### src/rtl/serial_twos_decoder.sv
// serial_twos_decoder
//   Bit-serial two's-complement to sign-magnitude decoder. One WIDTH-bit
//   word is accepted on an input valid/ready handshake. It is walked LSB-first,
//   one bit per clock, using the copy-until-first-1-then-invert rule. Sign and
//   magnitude are then presented on an output valid/ready handshake.
//
//   state | meaning
//   ------+--------------------------------------------------------------
//   IDLE  | waiting for a word; in_ready high (from the first edge after reset)
//   SHIFT | walking the captured word, one bit per edge, WIDTH edges total
//   DONE  | result held on out_sign/out_mag with out_valid high until out_ready
//
// Ports
//   clk        system clock, all state on rising edge
//   rst_n      asynchronous active-low reset
//   in_valid   in_data holds a word to decode
//   in_ready   decoder can accept a word this cycle (registered)
//   in_data    two's-complement input word
//   out_valid  out_sign/out_mag hold a finished result
//   out_ready  consumer takes the result this cycle
//   out_sign   1 = negative input
//   out_mag    unsigned magnitude of in_data
//   busy       high in SHIFT or DONE
module serial_twos_decoder #(
  parameter int WIDTH = 8
) (
  input  logic             clk,
  input  logic             rst_n,
  input  logic             in_valid,
  output logic             in_ready,
  input  logic [WIDTH-1:0] in_data,
  output logic             out_valid,
  input  logic             out_ready,
  output logic             out_sign,
  output logic [WIDTH-1:0] out_mag,
  output logic             busy
);

  localparam int CNT_W = $clog2(WIDTH);
  localparam logic [CNT_W-1:0] CNT_LAST = CNT_W'(WIDTH - 1);

  typedef enum logic [1:0] {
    IDLE  = 2'd0,
    SHIFT = 2'd1,
    DONE  = 2'd2
  } state_t;

  state_t           state, state_nxt;
  logic [WIDTH-1:0] shreg, shreg_nxt;
  logic [WIDTH-1:0] mag, mag_nxt;
  logic [CNT_W-1:0] cnt, cnt_nxt;
  logic             sign, sign_nxt;
  logic             seen1, seen1_nxt;
  logic             in_ready_nxt;
  logic             out_valid_nxt;
  logic             out_sign_nxt;
  logic [WIDTH-1:0] out_mag_nxt;
  logic             busy_nxt;
  logic             bit_o;

  // Negative words invert every bit above the lowest set bit; the lowest set
  // bit itself and the zeros below it pass through unchanged.
  assign bit_o = (sign & seen1) ? ~shreg[0] : shreg[0];

  always_ff @(posedge clk or negedge rst_n) begin
    if (!rst_n) begin
      state     <= IDLE;
      shreg     <= '0;
      mag       <= '0;
      cnt       <= '0;
      sign      <= 1'b0;
      seen1     <= 1'b0;
      in_ready  <= 1'b0;
      out_valid <= 1'b0;
      out_sign  <= 1'b0;
      out_mag   <= '0;
      busy      <= 1'b0;
    end else begin
      state     <= state_nxt;
      shreg     <= shreg_nxt;
      mag       <= mag_nxt;
      cnt       <= cnt_nxt;
      sign      <= sign_nxt;
      seen1     <= seen1_nxt;
      in_ready  <= in_ready_nxt;
      out_valid <= out_valid_nxt;
      out_sign  <= out_sign_nxt;
      out_mag   <= out_mag_nxt;
      busy      <= busy_nxt;
    end
  end

  always_comb begin
    state_nxt     = state;
    shreg_nxt     = shreg;
    mag_nxt       = mag;
    cnt_nxt       = cnt;
    sign_nxt      = sign;
    seen1_nxt     = seen1;
    in_ready_nxt  = in_ready;
    out_valid_nxt = out_valid;
    out_sign_nxt  = out_sign;
    out_mag_nxt   = out_mag;
    busy_nxt      = busy;

    case (state)
      IDLE: begin
        // in_ready is low for the first edge after reset, so gate on it to
        // keep acceptance consistent with what the producer saw.
        in_ready_nxt = 1'b1;
        if (in_valid && in_ready) begin
          shreg_nxt    = in_data;
          sign_nxt     = in_data[WIDTH-1];
          cnt_nxt      = '0;
          seen1_nxt    = 1'b0;
          in_ready_nxt = 1'b0;
          busy_nxt     = 1'b1;
          state_nxt    = SHIFT;
        end
      end
      SHIFT: begin
        seen1_nxt = seen1 | shreg[0];
        mag_nxt   = {bit_o, mag[WIDTH-1:1]};
        shreg_nxt = {1'b0, shreg[WIDTH-1:1]};
        cnt_nxt   = cnt + CNT_W'(1);
        if (cnt == CNT_LAST) begin
          state_nxt     = DONE;
          out_valid_nxt = 1'b1;
          out_sign_nxt  = sign;
          out_mag_nxt   = mag_nxt;
        end
      end
      DONE: begin
        if (out_ready) begin
          out_valid_nxt = 1'b0;
          busy_nxt      = 1'b0;
          in_ready_nxt  = 1'b1;
          state_nxt     = IDLE;
        end
      end
      default: begin
        state_nxt = IDLE;
      end
    endcase
  end

endmodule

### config.mk
export PLATFORM = sky130hd
export DESIGN_NAME = serial_twos_decoder
export DESIGN_NICKNAME = d
export VERILOG_FILES = /design/src/rtl/serial_twos_decoder.sv
export SDC_FILE = /design/constraint.sdc
export NUM_CORES = 1
export LEC_CHECK = 0
export ABC_CLOCK_PERIOD_IN_PS = 4700
export BUFFER_PORTS_ARGS = -buffer_cell sky130_fd_sc_hd__buf_4
export CAP_MARGIN = 10
export CELL_PAD_IN_SITES_DETAIL_PLACEMENT = 1
export CELL_PAD_IN_SITES_GLOBAL_PLACEMENT = 2
export CORE_MARGIN = 8
export CORE_UTILIZATION = 39
export DETAILED_ROUTE_END_ITERATION = 10
export PLACE_DENSITY = 0.8
export SYNTH_ARGS = -nofsm -noshare
export SYNTH_HDL_FRONTEND = slang
export SYNTH_SLANG_ARGS = --single-unit
### constraint.sdc
create_clock -name clk -period 4.7 [get_ports clk]
set_input_delay 0.47 -clock clk [delete_from_list [all_inputs] [get_ports clk]]
set_output_delay 0.47 -clock clk [all_outputs]
set_load 0.02 [all_outputs]
-- After elaboration in Yosys (flattened, before gate mapping)
Index checks and enable logic that the tools add are counted.
- bits in read-only memories: 0
- bits in latches: 0
- bits of input ports: 12
- memories kept: 0
- RAM bits: 0
- logic and storage cells: 52
- bits in registers: 35
- output and inout port bits: 12
- multiplexer cells: 19
- equality and inequality tests: 6
- bitwise operators: 3
- reductions and logical operators: 12
- $lt $le $gt $ge: 0
- multipliers: 0
- divide/modulo/power cells: 0
- add/sub/neg operators: 1
- shift-type cells: 0
- operator list (kind ; number):
    $pmux 8 s2 ; 1
    $reduce_and 3->1 ; 3
    $mux 8 ; 1
    $pmux 1 s2 ; 4
    $reduce_and 2->1 ; 4
    $mux 1 ; 7
    $mux 2 ; 3
    $ne 2x2->1 const B ; 3
    $pmux 2 s3 ; 1
    $pmux 3 s2 ; 1
    $reduce_bool 2->1 ; 3
    $add 3x1->3 const B ; 1
    $eq 3x3->1 const B ; 1
    $mux 3 ; 1
    $eq 2x1->1 const B ; 1
    $eq 2x2->1 const B ; 1
    $logic_not 2->1 ; 1
    $and 1x1->1 ; 1
    $logic_and 1x1->1 ; 1
    $not 1->1 ; 1
    $or 1x1->1 ; 1

-- Longest topological paths before layout
- depth in word-level cells: 3
- gate-level depth with buffers: 6
- depth with buffers taken out: 5

-- Least setup slack after synthesis
OpenSTA, ideal clock, no wires.
- path type: register to register
- start: register cnt[0]
- end: register out_mag[0]
- slack: 3.188 ns
- stages on the path, launching flop included: 6
- data arrival time: 1.387 ns
- setup time: 0.125 ns
- clock period less this slack: 1.512 ns
- data required time: 4.575 ns
- cells stage by stage: dfrtp_1 -> ha_1 -> ha_1 -> nand3b_4 -> buf_2 -> mux2_2
- cells in the longest elaborated chain, start to end: 2
- ends and longest elaborated chain (element ; RTL line ; RTL):
    start, declared ; 51 ; logic [CNT_W-1:0] cnt, cnt_nxt;
    start signal, assigned ; 82 ; cnt <= cnt_nxt;
    $eq 3x3->1 ; 126 ; if (cnt == CNT_LAST) begin
    $reduce_and 2->1 (no source line) ; - ;
    end signal, assigned ; 88 ; out_mag <= out_mag_nxt;
    end, declared ; 35 ; output logic [WIDTH-1:0] out_mag,
No other way between the ends.
A chain may end at the register's enable or synchronous reset.

-- Worst setup path in the final report
- start: register state[1]
- end: register shreg[0]
- cells in the longest elaborated chain, start to end: 3
- elaborated cells between the ends (all ways): 6
- those cells by class: 2 x eq/ne; 1 x mux; 3 x reduce/logical
- ends and longest elaborated chain (element ; RTL line ; RTL):
    start, declared ; 48 ; state_t state, state_nxt;
    start signal, assigned ; 79 ; state <= state_nxt;
    $eq 2x1->1 or $logic_not 2->1 (tied branches) ; 106 ; case (state)
    $reduce_bool 2->1 (no source line) or $ne 2x2->1 (tied branches) ; - ;
    $reduce_and 2->1 (no source line) ; - ;
    end signal, assigned ; 80 ; shreg <= shreg_nxt;
    end, declared ; 49 ; logic [WIDTH-1:0] shreg, shreg_nxt;
Several ways; a longest one is shown, not always the timed one.

==> results.json <==
{
  "worst_setup_path_end_kind": "flop",
  "ys.flop_type": "dfrtp_1",
  "yosys_register_bits": 34,
  "die_area_um2": 6059,
  "core_area_um2": 3661,
  "required_ns": 4.85,
  "max_freq_mhz": 661.5,
  "grt_overflow_total": 0,
  "synth.top_cell.area_share": 0.5705,
  "antenna_found_initial": 0,
  "vias_per_cell": 5.101,
  "vias": 1015,
  "max_stage_delay_ns": 0.69,
  "gp_congestion": 0.7445,
  "status": "complete, no violations",
  "max-cap-violations": 0,
  "ant_nets": 0,
  "drive_above_1_share": 0.2781,
  "first_pass_iters": 4,
  "hold_path_class": "in -> async",
  "synth_common_cells": "dfrtp_1 (34), nand2_1 (23), o21ai_0 (19)",
  "top_usage_layer": "met2",
  "wl_per_cell_um": 15.81,
  "fin_util": 0.4730,
  "synth_edf_count": 0,
  "nFillCells": 396,
  "rsz0062_at_grt": "false",
  "peakVddDrop_v": 0.0002514,
  "ios": 24,
  "fin_worst_skew_ns": 0.002820,
  "met2_usage": 0.1738,
  "power-per-cell-area_nw_per_um2": 675.0,
  "final_nets": 165,
  "clk_latency_ns": 0.28,
  "ys_types": 23,
  "syn_avg_cell_area_um2": 11.56,
  "hpwl_um": 2242,
  "yosysMostFrequentCell": "dfrtp_1",
  "die_height_um": 77.84,
  "power.leakage_nw": 0.8262,
  "grt_use_met3": 0.04954,
  "clock-sinks": 34,
  "stdcell_area_um2": 1732,
  "ys_seq_area_frac": 0.5705,
  "holdBufCountCts": 0,
  "worstMarginPinSlew_ns": 0.5725,
  "grtUsageTotal": 0.1135,
  "start_util": 0.4074,
  "cts_resized": 0,
  "fin_crit_ns": 1.512,
  "htreeDepth": 2,
  "route.detailed.drc": 0,
  "tns_ns": 0,
  "synth_area_um2": 1491,
  "path_clk_slew_ns": 0.07,
  "synth_top_cell_by_area": "dfrtp_1",
  "slew_viol_final": 0,
  "cts_root_buf": "clkbuf_8",
  "path_cells": "nand2b_4 -> mux2i_1 -> o21ai_0",
  "placed_cell_area_um2": 1655,
  "fp.dieW_um": 77.84,
  "wirelength_um": 3147,
  "grt_pass1_vias": 1089,
  "drt-initial-drc-count": 55,
  "cts_tree": "done",
  "cts_buffers": 5,
  "area_growth_pct": 16.11,
  "post_cts_buffers": 0,
  "setup_viol": 0,
  "period_share": 0.3217,
  "setup_ws_ns": 3.188,
  "cts_buffer_depth": 2,
  "ys_top_cells_by_area": "dfrtp_1 (57%), mux2_2 (7.6%), o21ai_0 (6.4%)",
  "total_power_w": 0.001169,
  "start_kind": "flop",
  "grt_start_max_net_pins": 35,
  "path_class": "reg -> reg",
  "grt_pass1_wl_um": 5437,
  "io_buffers": 23,
  "slew_headroom": 0.6175,
  "crit_slowest_cell": "dfrtp_1",
  "synthCells": 129,
  "num_rows": 22,
  "grt.met1_usage": 0.1365,
  "async_flop_share": 1.000,
  "timing.final.hold_violations": 0,
  "cp_max_fo": 19,
  "synth_warnings": 0,
  "arrival_ns": 1.66,
  "n_antenna_cell": 0,
  "pre_cts_slack_ns": 3.188,
  "synthesis.nets": 143
}
-- metrics by stage --
stage	std cells	hold slack (ns)
floorplan	129	0.1744
global route	199	0.1545
CTS	199	0.1430
detailed placement	192	0.4490
finish	199	0.1220
global placement	192	0.4442
-- layout by cell type, fill, tap and decap left out, drive strengths merged, types with 2 or more instances in the layout --
cell type  instances
nand2             23
a21oi              6
nand2b             2
o21ai             22
inv                3
nor2               3
a22o               3
buf               23
dfrtp             34
mux2              10
mux2i              7
ha                 2
clkbuf             7
-- sequential cells by signal, summed over array words and instances (netlist names), 2 cells and up --
name / count
out_mag: 8
shreg: 8
mag: 7
cnt: 3
state: 2
-- per-layer routing --
layer | share of wire | vias up
met4 | 0.017 | 0
met1 | 0.46 | 510
li1 | - | 477
met3 | 0.049 | 6
met2 | 0.47 | 22
met5 | 0 | -
-- worst max-delay path: cells and delay by family, from the launching register on --
kind,cells,cell delay (ns)
mux,1,0.22
simple gates,1,0.39
flops,1,0.69
compound gates,1,0.09
-- final cells by class --
class	count	area (um2)	share of cell area
sequential	34	850.8	0.4913
inverter	3	11.26	0.006503
timing repair buffer	23	172.7	0.09971
multi-input combinational	84	560.5	0.3237
clock buffer	7	76.32	0.04408
tap	48	60.06	0.03468
-- power by group --
part	switching, W	leakage [nW]	internal (W)	total (W)
clock	0.0000985	0.0383	0.000102	0.000200
sequential	0.000103	0.421	0.000422	0.000525
combinational	0.000240	0.367	0.000204	0.000444
-- cells by family (layout without fill, tap and decap cells) --
kind of cell             after synthesis  after routing  share of synthesized area
multiplexers                          17             17                     0.1225
flip-flops                            34             34                     0.5705
XOR/XNOR                               1              1                   0.005874
AND/OR/NAND/NOR                       32             32                     0.1074
AO/OA/AOI/OAI                         32             32                     0.1233
adder cells (fa/ha/maj)                2              2                    0.01678
buffers and inverters                 11             33                    0.05369
-- worst paths after layout --
check                                          start                      to  slack [ns]  cells past startpoint
worst min-delay path                           rst_n        busy$_DFFE_PN0P_        0.12                      1
worst max register to register  state[1]$_DFFE_PN0P_    shreg[0]$_DFFE_PN0P_        3.19                      3
worst min register to register    mag[1]$_DFFE_PN0N_      mag[1]$_DFFE_PN0N_        0.48                      2
min in group clk                          in_data[7]        sign$_DFFE_PN0P_        0.44                      2
max in group asynchronous                      rst_n  out_mag[0]$_DFFE_PN0P_        4.27                      1
worst max-delay path            state[1]$_DFFE_PN0P_    shreg[0]$_DFFE_PN0P_        3.19                      3
Note: power is estimated with default switching activity, not from simulation.
